[src/rtl/level_detect_pkg.sv]
// Shared types for the hysteresis level detector.
package level_detect_pkg;

  // Debounced classifier states: settled levels plus the two confirming states.
  typedef enum logic [1:0] {
    LOW     = 2'd0,
    RISING  = 2'd1,
    HIGH    = 2'd2,
    FALLING = 2'd3
  } state_t;

endpackage

[src/rtl/level_detect_sat_counter.sv]
// Saturating up-counter with synchronous clear, increment and add.
module sat_counter #(
  parameter int W = 8
) (
  input  logic         clk,
  input  logic         rst,
  input  logic         clr,
  input  logic         inc,
  input  logic         add,
  input  logic [W-1:0] add_val,
  output logic [W-1:0] q
);

  // Unsigned add that clamps at all-ones instead of wrapping.
  function automatic logic [W-1:0] sat_add(input logic [W-1:0] a, input logic [W-1:0] b);
    logic [W:0] s;
    s = {1'b0, a} + {1'b0, b};
    return s[W] ? {W{1'b1}} : s[W-1:0];
  endfunction

  logic [W-1:0] step;

  assign step = inc ? W'(1) : add_val;

  // Clear wins over any accumulate request; otherwise accumulate with saturation.
  always_ff @(posedge clk) begin
    if (rst) begin
      q <= '0;
    end else if (clr) begin
      q <= '0;
    end else if (inc || add) begin
      q <= sat_add(q, step);
    end
  end

endmodule

[src/rtl/level_detect.sv]
// Hysteresis + debounce level detector with rise/fall pulses and HIGH run length.
module level_detect
  import level_detect_pkg::*;
#(
  parameter int WIDTH    = 8,
  parameter int CNT_W    = 16,
  parameter int DEBOUNCE = 3
) (
  input  logic             clk,
  input  logic             rst,
  input  logic [WIDTH-1:0] in,
  input  logic             in_valid,
  input  logic [WIDTH-1:0] th_hi,
  input  logic [WIDTH-1:0] th_lo,
  output logic             level,
  output logic             rise,
  output logic             fall,
  output logic [CNT_W-1:0] len,
  output logic             len_valid
);

  localparam int            DW       = $clog2(DEBOUNCE + 1);
  // dbc value at which one more qualifying sample confirms the transition.
  localparam logic [DW-1:0] DBC_LAST = DW'(DEBOUNCE - 1);

  state_t           state, state_nxt;
  logic             above, below;
  logic             run_clr, run_inc, run_add;
  logic [CNT_W-1:0] run_add_val, run_q;
  logic             dbc_clr, dbc_inc;
  logic [DW-1:0]    dbc_q;
  logic             rise_nxt, fall_nxt;

  assign above       = in > th_hi;
  assign below       = in < th_lo;
  // Aborted fall: the below-samples seen so far plus the current one count as HIGH.
  assign run_add_val = CNT_W'(dbc_q) + CNT_W'(1);

  sat_counter #(.W(CNT_W)) u_run (
    .clk     (clk),
    .rst     (rst),
    .clr     (run_clr),
    .inc     (run_inc),
    .add     (run_add),
    .add_val (run_add_val),
    .q       (run_q)
  );

  sat_counter #(.W(DW)) u_dbc (
    .clk     (clk),
    .rst     (rst),
    .clr     (dbc_clr),
    .inc     (dbc_inc),
    .add     (1'b0),
    .add_val ('0),
    .q       (dbc_q)
  );

  // State register.
  always_ff @(posedge clk) begin
    if (rst) begin
      state <= LOW;
    end else begin
      state <= state_nxt;
    end
  end

  // Next state, counter controls and confirm strobes; idle when no sample is offered.
  always_comb begin
    state_nxt = state;
    run_clr   = 1'b0;
    run_inc   = 1'b0;
    run_add   = 1'b0;
    dbc_clr   = 1'b0;
    dbc_inc   = 1'b0;
    rise_nxt  = 1'b0;
    fall_nxt  = 1'b0;
    if (in_valid) begin
      unique case (state)
        LOW: begin
          if (above) begin
            run_inc = 1'b1;
            if (DEBOUNCE == 1) begin
              state_nxt = HIGH;
              rise_nxt  = 1'b1;
            end else begin
              state_nxt = RISING;
              dbc_inc   = 1'b1;
            end
          end
        end
        RISING: begin
          if (above) begin
            run_inc = 1'b1;
            if (dbc_q == DBC_LAST) begin
              state_nxt = HIGH;
              rise_nxt  = 1'b1;
              dbc_clr   = 1'b1;
            end else begin
              dbc_inc = 1'b1;
            end
          end else begin
            state_nxt = LOW;
            dbc_clr   = 1'b1;
            run_clr   = 1'b1;
          end
        end
        HIGH: begin
          if (below) begin
            if (DEBOUNCE == 1) begin
              state_nxt = LOW;
              fall_nxt  = 1'b1;
              run_clr   = 1'b1;
            end else begin
              state_nxt = FALLING;
              dbc_inc   = 1'b1;
            end
          end else begin
            run_inc = 1'b1;
          end
        end
        FALLING: begin
          if (below) begin
            if (dbc_q == DBC_LAST) begin
              state_nxt = LOW;
              fall_nxt  = 1'b1;
              run_clr   = 1'b1;
              dbc_clr   = 1'b1;
            end else begin
              dbc_inc = 1'b1;
            end
          end else begin
            state_nxt = HIGH;
            run_add   = 1'b1;
            dbc_clr   = 1'b1;
          end
        end
        default: state_nxt = LOW;
      endcase
    end
  end

  // Output registers: pulses last one cycle, level and len hold between confirms.
  always_ff @(posedge clk) begin
    if (rst) begin
      level     <= 1'b0;
      rise      <= 1'b0;
      fall      <= 1'b0;
      len_valid <= 1'b0;
      len       <= '0;
    end else begin
      rise      <= rise_nxt;
      fall      <= fall_nxt;
      len_valid <= fall_nxt;
      if (rise_nxt) begin
        level <= 1'b1;
      end else if (fall_nxt) begin
        level <= 1'b0;
      end
      if (fall_nxt) begin
        len <= run_q;
      end
    end
  end

endmodule

[config.mk]
export PLATFORM = sky130hd
export DESIGN_NAME = level_detect
export DESIGN_NICKNAME = d
export VERILOG_FILES = /design/src/rtl/level_detect_pkg.sv /design/src/rtl/level_detect_sat_counter.sv /design/src/rtl/level_detect.sv
export SDC_FILE = /design/constraint.sdc
export NUM_CORES = 1
export LEC_CHECK = 0
export BUFFER_PORTS_ARGS = -buffer_cell sky130_fd_sc_hd__buf_2
export CAP_MARGIN = 30
export CELL_PAD_IN_SITES_DETAIL_PLACEMENT = 2
export CELL_PAD_IN_SITES_GLOBAL_PLACEMENT = 2
export CORE_UTILIZATION = 36
export CTS_BUF_LIST = sky130_fd_sc_hd__clkbuf_4 sky130_fd_sc_hd__clkbuf_8
export DETAILED_ROUTE_END_ITERATION = 12
export PLACE_DENSITY_LB_ADDON = 0.1
export SYNTH_ARGS = -nofsm -noshare
export SYNTH_HDL_FRONTEND = slang
export SYNTH_SLANG_ARGS = --single-unit
export TNS_END_PERCENT = 20
[constraint.sdc]
create_clock -name clk -period 7.5 [get_ports clk]
set_clock_uncertainty 0.15 [all_clocks]
set_input_delay 0.375 -clock clk [delete_from_list [all_inputs] [get_ports clk]]
set_output_delay 0.375 -clock clk [all_outputs]
set_load 0.02 [all_outputs]
==> metrics.md, run 1 <==
| Metric | Value |
|---|---|
| Initial antenna violation count | 0 |
| Layout area overhead | 15.0% |
| First-pass DRT Iterations | 4 |
| Synthesized Nets | around 330 |
| WL/cell | about 18 µm |
| Fin util | 43.8% |
| Fill cell count | about 710 |
| I/O Buffers | 46 |
| Worst-path fanout max | 21 |
| Power Total | between 400 and 500 µW |
| Max Cap Viol | 0 |
| Worst skew pair latency | 0.30 ns |
| Num CTS Buffers | 5 |
| Mapped Area | 2290 µm² |
| Post-CTS Setup Repair Bufs | 0 |
| Clock-pin transition on the worst setup and hold timing paths | 0.08 ns |
| # hold bufs at CTS | 0 |
| Critical Path RT | 7.55 ns |
| DRT iter0 DRCs | 86 |
| Commonest cells after routing, fill and taps aside | nand2_1 (46), buf_2 (46), dfxtp_1 (39) |
| Slew HR | 34.8% |
| Final Max Slew Viols | 0 |
| Largest net degree at the start of global routing | 24 |
| Worst path arrival time | 4.43 ns |
| GRT Resource Usage Total | 23.2% |
| Layout cells sized above 1 | 20.4% |
| First-pass GRT wire length | 11600 µm |
| Max rail drop VDD | approximately 86 µV |
| Clock power share | around a third |
| Routed wire length | 7020 µm |
| Fin area | 2640 µm² |
| Post-synthesis cell type count | 46 |
| Power per cell area | roughly 160 nW/µm² |
| Clk buf depth | 2 |
| Chip width | 81.8 µm |
| Placed instance area | around 2500 µm² |
| Routability cong. | slightly above 0.8 |
| Post-synthesis register bit count | 39 |
| Post-Syn Area per Cell | about 8.3 µm² |
| LEAKAGE | about 1.1 nW |
| CORE AREA | 6030 µm² |
| Final Setup Violations | 0 |
| Detail Route Antenna Nets | 0 |
| Nets | 366 |
| Pint | approximately 300 µW |
| Comb pwr share | 14.3% |
| Worst slew pin tran | 0.977 ns |
| Status | finished, final reports clean |
| CTS tree | built |
| Worst setup SP type | input port |
| Die Y | 81.8 µm |
| DR vias | 2193 |
| Hold violation count in the final report | 0 |
| Switching share of power | around 29% |
| Cts repair resizes | 0 |
| Post-synthesis cell count | ~280 |
| Fin crit share | 58.4% |
| RSZ-0062 raised after global routing | no |
| EDFF count, synth | 0 |
| Vias in the first global route | 2249 |
| Post-detail-place hpwl | between 5000 and 6000 µm |
| GRT overflow | 0 |
| Reg power frac | approximately half |
| R2R Setup Slk | 3.70 ns |
| Max Clk Rate | 0.228 GHz |
| Switching pwr | 121 µW |
| Endpoint class of the critical path | flop |
| Die area | between 6000 and 7000 µm² |
| Setup TNS Final | 0 ns |
| Clk root buf | clkbuf_8 |
| DRC | 0 |
| Ys flop type | dfxtp_1 |
| Via density | 5.58 |
| Setup CP Type | in2reg |
| I/O pin count | 47 |
| Place WS | 2.98 ns |
| Yosys Warn Count | 0 |
| Sink Count | 39 |
| Final Worst Setup Slack | roughly 3.1 ns |
| Synth async-reset ratio | 0% |
| Hold Crit Class | reg2reg |
| Tmin final | 4.38 ns |
| Sequential share of the synthesized area | 34.0% |
| Htree depth | 2 |
| Initial Utilization | 38.1% |
| Ant. Diodes | 0 |
| Num rows | 28 |
metal layers:
layer | track usage, % | part of all wire [%]
met1 | 32.0 | 50
met2 | 37.4 | 46
met3 | 4.67 | 3.5
met4 | 4.21 | 0.70
met5 | 0 | 0
final timing paths:
| check | endpoint | from | cells past startpoint |
|---|---|---|---|
| worst max-delay path | u_run.q[7]$_SDFFE_PP0P_ | in[7] | 16 |
| worst min-delay path | len[3]$_SDFFE_PP0P_ | len[3]$_SDFFE_PP0P_ | 2 |
| worst max register to register | u_run.q[7]$_SDFFE_PP0P_ | state[1]$_SDFFE_PP0P_ | 12 |
| worst min register to register | len[3]$_SDFFE_PP0P_ | len[3]$_SDFFE_PP0P_ | 2 |
critical path: stages:
cell	delay (ns)
buf_2	0.11
ha_1	0.32
nand4_1	0.14
nor2_1	0.07
a211o_2	0.37
a311oi_4	0.89
nand2_1	0.23
nand2_1	0.15
ha_1	0.20
fa_1	0.22
a21o_1	0.15
and2_1	0.31
nand3_1	0.31
o21ai_0	0.20
a21oi_1	0.10
a311oi_1	0.29
stage by stage:
step | hold slack [ns] | std cells
2_1_floorplan | 0.293 | 277
3_3_place_gp | 0.290 | 384
3_5_place_dp | 0.301 | 385
4_1_cts | 0.313 | 393
5_1_grt | 0.341 | 393
6_report | 0.311 | 393
registers in the layout (all words and copies together), names as in the netlist:
register	cells
state	2
len_valid	1
len	16
rise	1
u_dbc.q	2
level	1
u_run.q	16
synthesized netlist by cell type, types with 5 or more instances:
library cell	instances	area share (%)
and2_1	5	1.4
nor3_1	8	1.7
nand3_1	8	1.7
ha_1	21	11
inv_1	21	3.4
nor2_1	14	2.3
a21oi_1	33	7.2
nand4_1	6	1.6
clkbuf_1	5	0.82
a311oi_1	9	3.4
a31oi_1	5	1.4
nand2_1	46	7.5
dfxtp_1	39	34
final cells by class:
cell class | instances | area, µm² | share of cell area (%)
multi-input cells | 203 | 1350 | 51.2
flip-flops and latches | 39 | 781 | 29.6
repair buffers | 47 | 245 | 9.30
well taps | 75 | 93.8 | 3.56
inverters | 21 | 78.8 | 2.99
clock buffers | 5 | 68.8 | 2.61
clock inverters | 3 | 20.0 | 0.759
power groups by stage:
stage	logic [mW]	clock network (mW)	registers, mW
after floorplan	0.0410	0	0.216
after global placement	0.0562	0	0.218
after detailed placement	0.0592	0	0.218
after CTS	0.0605	0.150	0.213
after global routing	0.0679	0.156	0.214
final	0.0597	0.146	0.213
cells by family after synthesis:
| family | Yosys count | synth area share [%] |
|---|---|---|
| buf+inv | 35 | 7.09 |
| simple gates | 102 | 21.1 |
| flops | 39 | 34.0 |
| xor+xnor | 1 | 0.382 |
| fa+ha+maj | 22 | 12.3 |
| compound gates | 78 | 25.0 |
(Power assumes the default switching activity.)
==> run 2, diff against run 1 <==
--- a/config.mk
+++ b/config.mk
@@ -9,7 +9,7 @@
 export CAP_MARGIN = 30
 export CELL_PAD_IN_SITES_DETAIL_PLACEMENT = 2
 export CELL_PAD_IN_SITES_GLOBAL_PLACEMENT = 2
-export CORE_UTILIZATION = 36
+export CORE_UTILIZATION = 30
 export CTS_BUF_LIST = sky130_fd_sc_hd__clkbuf_4 sky130_fd_sc_hd__clkbuf_8
 export DETAILED_ROUTE_END_ITERATION = 12
 export PLACE_DENSITY_LB_ADDON = 0.1
==> constraint.sdc (replaced) <==
create_clock -name clk -period 3.8 [get_ports clk]
set_clock_uncertainty 0.15 [all_clocks]
set_input_delay 0.19 -clock clk [delete_from_list [all_inputs] [get_ports clk]]
set_output_delay 0.19 -clock clk [all_outputs]
set_load 0.02 [all_outputs]
==> metrics.md, run 2 (synthesized netlist as in run 1, its figures left out) <==
| Metric | Value |
|---|---|
| Status | finished, final reports clean |
| Ant. Diodes | 0 (unchanged) |
| Clk buf depth | 2 (unchanged) |
| Post-CTS Setup Repair Bufs | 0 (unchanged) |
| Power per cell area | 305 nW/µm² (+92%) |
| Routability cong. | 0.766 (-6.0%) |
| Max Clk Rate | 0.297 GHz |
| Hold Path End | len_valid$_SDFF_PP0_ |
| Nets | 374 (+2.2%) |
| Endpoint class of the critical path | flop |
| Reg2Reg Depth | 11 (-1) |
| Worst Hold Depth | 2 (unchanged) |
| DRC | 0 (unchanged) |
| Final Max Slew Viols | 0 (unchanged) |
| Num rows | 31 (+11%) |
| Die area | 8000 µm² (+19%) |
| Cts repair resizes | 0 (unchanged) |
| Worst skew pair latency | 0.29 ns (about the same) |
| Critical Path RT | 3.79 ns (-3.76 ns) |
| Largest net degree at the start of global routing | 24 (unchanged) |
| Hold Crit Class | in2reg |
| Reg-to-Reg Start | state[1]$_SDFFE_PP0P_ |
| DRT iter0 DRCs | 116 (+35%) |
| Clk root buf | clkbuf_8 |
| Initial antenna violation count | 0 (unchanged) |
| Via density | 5.24 (-6.2%) |
| Largest regs | len x16, u_run.q x16 |
| Num CTS Buffers | 5 (unchanged) |
| Post-detail-place hpwl | 5380 µm (+5.0%) |
| Layout cells sized above 1 | 22.4% (+2.0 points) |
| Min-delay src | rst |
| Slew HR | 47.2% (+12 points) |
| GRT overflow | 0 (unchanged) |
| WL/cell | 16.0 µm (-11%) |
| First-pass GRT wire length | 11300 µm (-2.4%) |
| GRT Resource Usage Total | 18.6% (-4.5 points) |
| Sink Count | 39 (unchanged) |
| Worst setup SP type | input port |
| CTS tree | built |
| Setup TNS Final | 0 ns (unchanged) |
| Vias in the first global route | 2239 (-0.44%) |
| Routed wire length | 6790 µm (-3.4%) |
| LEAKAGE | 1.18 nW (+3.4%) |
| Clock power share | 34.8% (about the same) |
| Power Total | 831 µW (+98%) |
| I/O pin count | 47 (unchanged) |
| Chip width | 89.4 µm (+9.3%) |
| Commonest cells after routing, fill and taps aside | nand2_1 (46), buf_2 (46), dfxtp_1 (39) |
| Worst-path fanout max | 8 (-62%) |
| Setup CP Type | in2reg |
| CORE AREA | 7330 µm² (+22%) |
| Pint | 600 µW (+100%) |
| # hold bufs at CTS | 0 (unchanged) |
| Detail Route Antenna Nets | 0 (unchanged) |
| Layout area overhead | 18.6% |
| Fin crit share | 88.5% |
| Clock-pin transition on the worst setup and hold timing paths | 0.08 ns (about the same) |
| Max rail drop VDD | 141 µV (+64%) |
| Comb pwr share | 14.5% (+0.2 points) |
| Tmin final | 3.36 ns |
| Hold violation count in the final report | 0 (unchanged) |
| Switching share of power | 27.7% (-1.1 points) |
| Htree depth | 2 (unchanged) |
| R2R Setup Slk | 0.81 ns (-2.89 ns) |
| Reg power frac | 50.7% (-0.2 points) |
| First-pass DRT Iterations | 4 (unchanged) |
| RSZ-0062 raised after global routing | no |
| Switching pwr | 230 µW (+91%) |
| Final Setup Violations | 0 (unchanged) |
| Max Cap Viol | 0 (unchanged) |
| DR vias | 2225 (+1.5%) |
| Initial Utilization | 31.3% (-6.8 points) |
| FF-to-FF End | u_run.q[13]$_SDFFE_PP0P_ |
| Worst path arrival time | 3.36 ns (-1.07 ns) |
| Die Y | 89.4 µm (+9.3%) |
| I/O Buffers | 46 (unchanged) |
| Worst slew pin tran | 0.790 ns (-0.188 ns) |
-- run 2: cell types whose count changed in the layout (fill, tap and decap cells not counted) --
cell	delta
buf_4	+9
buf_8	-1
clkbuf_4	+1
clkinvlp_4	-1
-- run 2: layout make-up --
class	instances	area, µm²
timing repair buffer	55	298
clock inverter	2	12.5
sequential	39	781
fill	839	4610
clock buffer	6	76.3
multi-input combinational	203	1350
tap	99	124
inverter	21	78.8
-- run 2: worst max path at each step --
stage                     cells after the start      from  slack (ns)                        to
final                                        15     in[6]        0.44  u_run.q[13]$_SDFFE_PP0P_
after global routing                         16  th_lo[6]        0.25  u_run.q[13]$_SDFFE_PP0P_
after CTS                                    15     in[6]        0.42  u_run.q[13]$_SDFFE_PP0P_
after detailed placement                     15     in[6]        0.10  u_run.q[13]$_SDFFE_PP0P_
after global placement                       15     in[6]        0.22  u_run.q[13]$_SDFFE_PP0P_
after floorplan                              17  th_lo[6]        0.30  u_run.q[13]$_SDFFE_PP0P_
-- run 2: stage by stage --
step	hold slack, ns	util, %	setup WS [ns]	cell area (µm²)	std cells
2_1_floorplan	0.109	-	0.296	2290	277
3_3_place_gp	0.290	35.9	0.219	2630	417
3_5_place_dp	0.295	35.9	0.102	2630	417
4_1_cts	0.186	37.1	0.417	2720	425
5_1_grt	0.199	37.1	0.251	2720	425
6_report	0.175	37.1	0.438	2720	425
-- run 2: worst max-delay path, cell delays in order --
cell and delay [ns]:
buf_2 0.11, ha_1 0.32, a41o_1 0.24, a21oi_1 0.23
o311a_4 0.31, a311oi_4 0.05, nand2_1 0.12, nand2_1 0.06
ha_1 0.22, fa_1 0.43, a21o_1 0.21, and2_1 0.18
and3_1 0.23, nor4_1 0.29, a311oi_2 0.14
-- run 2: per-layer routing --
metal / GRT usage (%) / routed length, µm
met1: 27.1 / 3560
met2: 29.8 / 2980
met3: 3.05 / 216
met4: 2.16 / 38
met5: 0 / 0
-- run 2: power by group through the flow --
stage	Sequential (mW)	Clock (mW)	Combinational [mW]
floorplan	0.427	0	0.0810
global placement	0.431	0	0.118
detailed placement	0.431	0	0.122
CTS	0.421	0.306	0.123
global route	0.422	0.323	0.139
finish	0.421	0.289	0.120
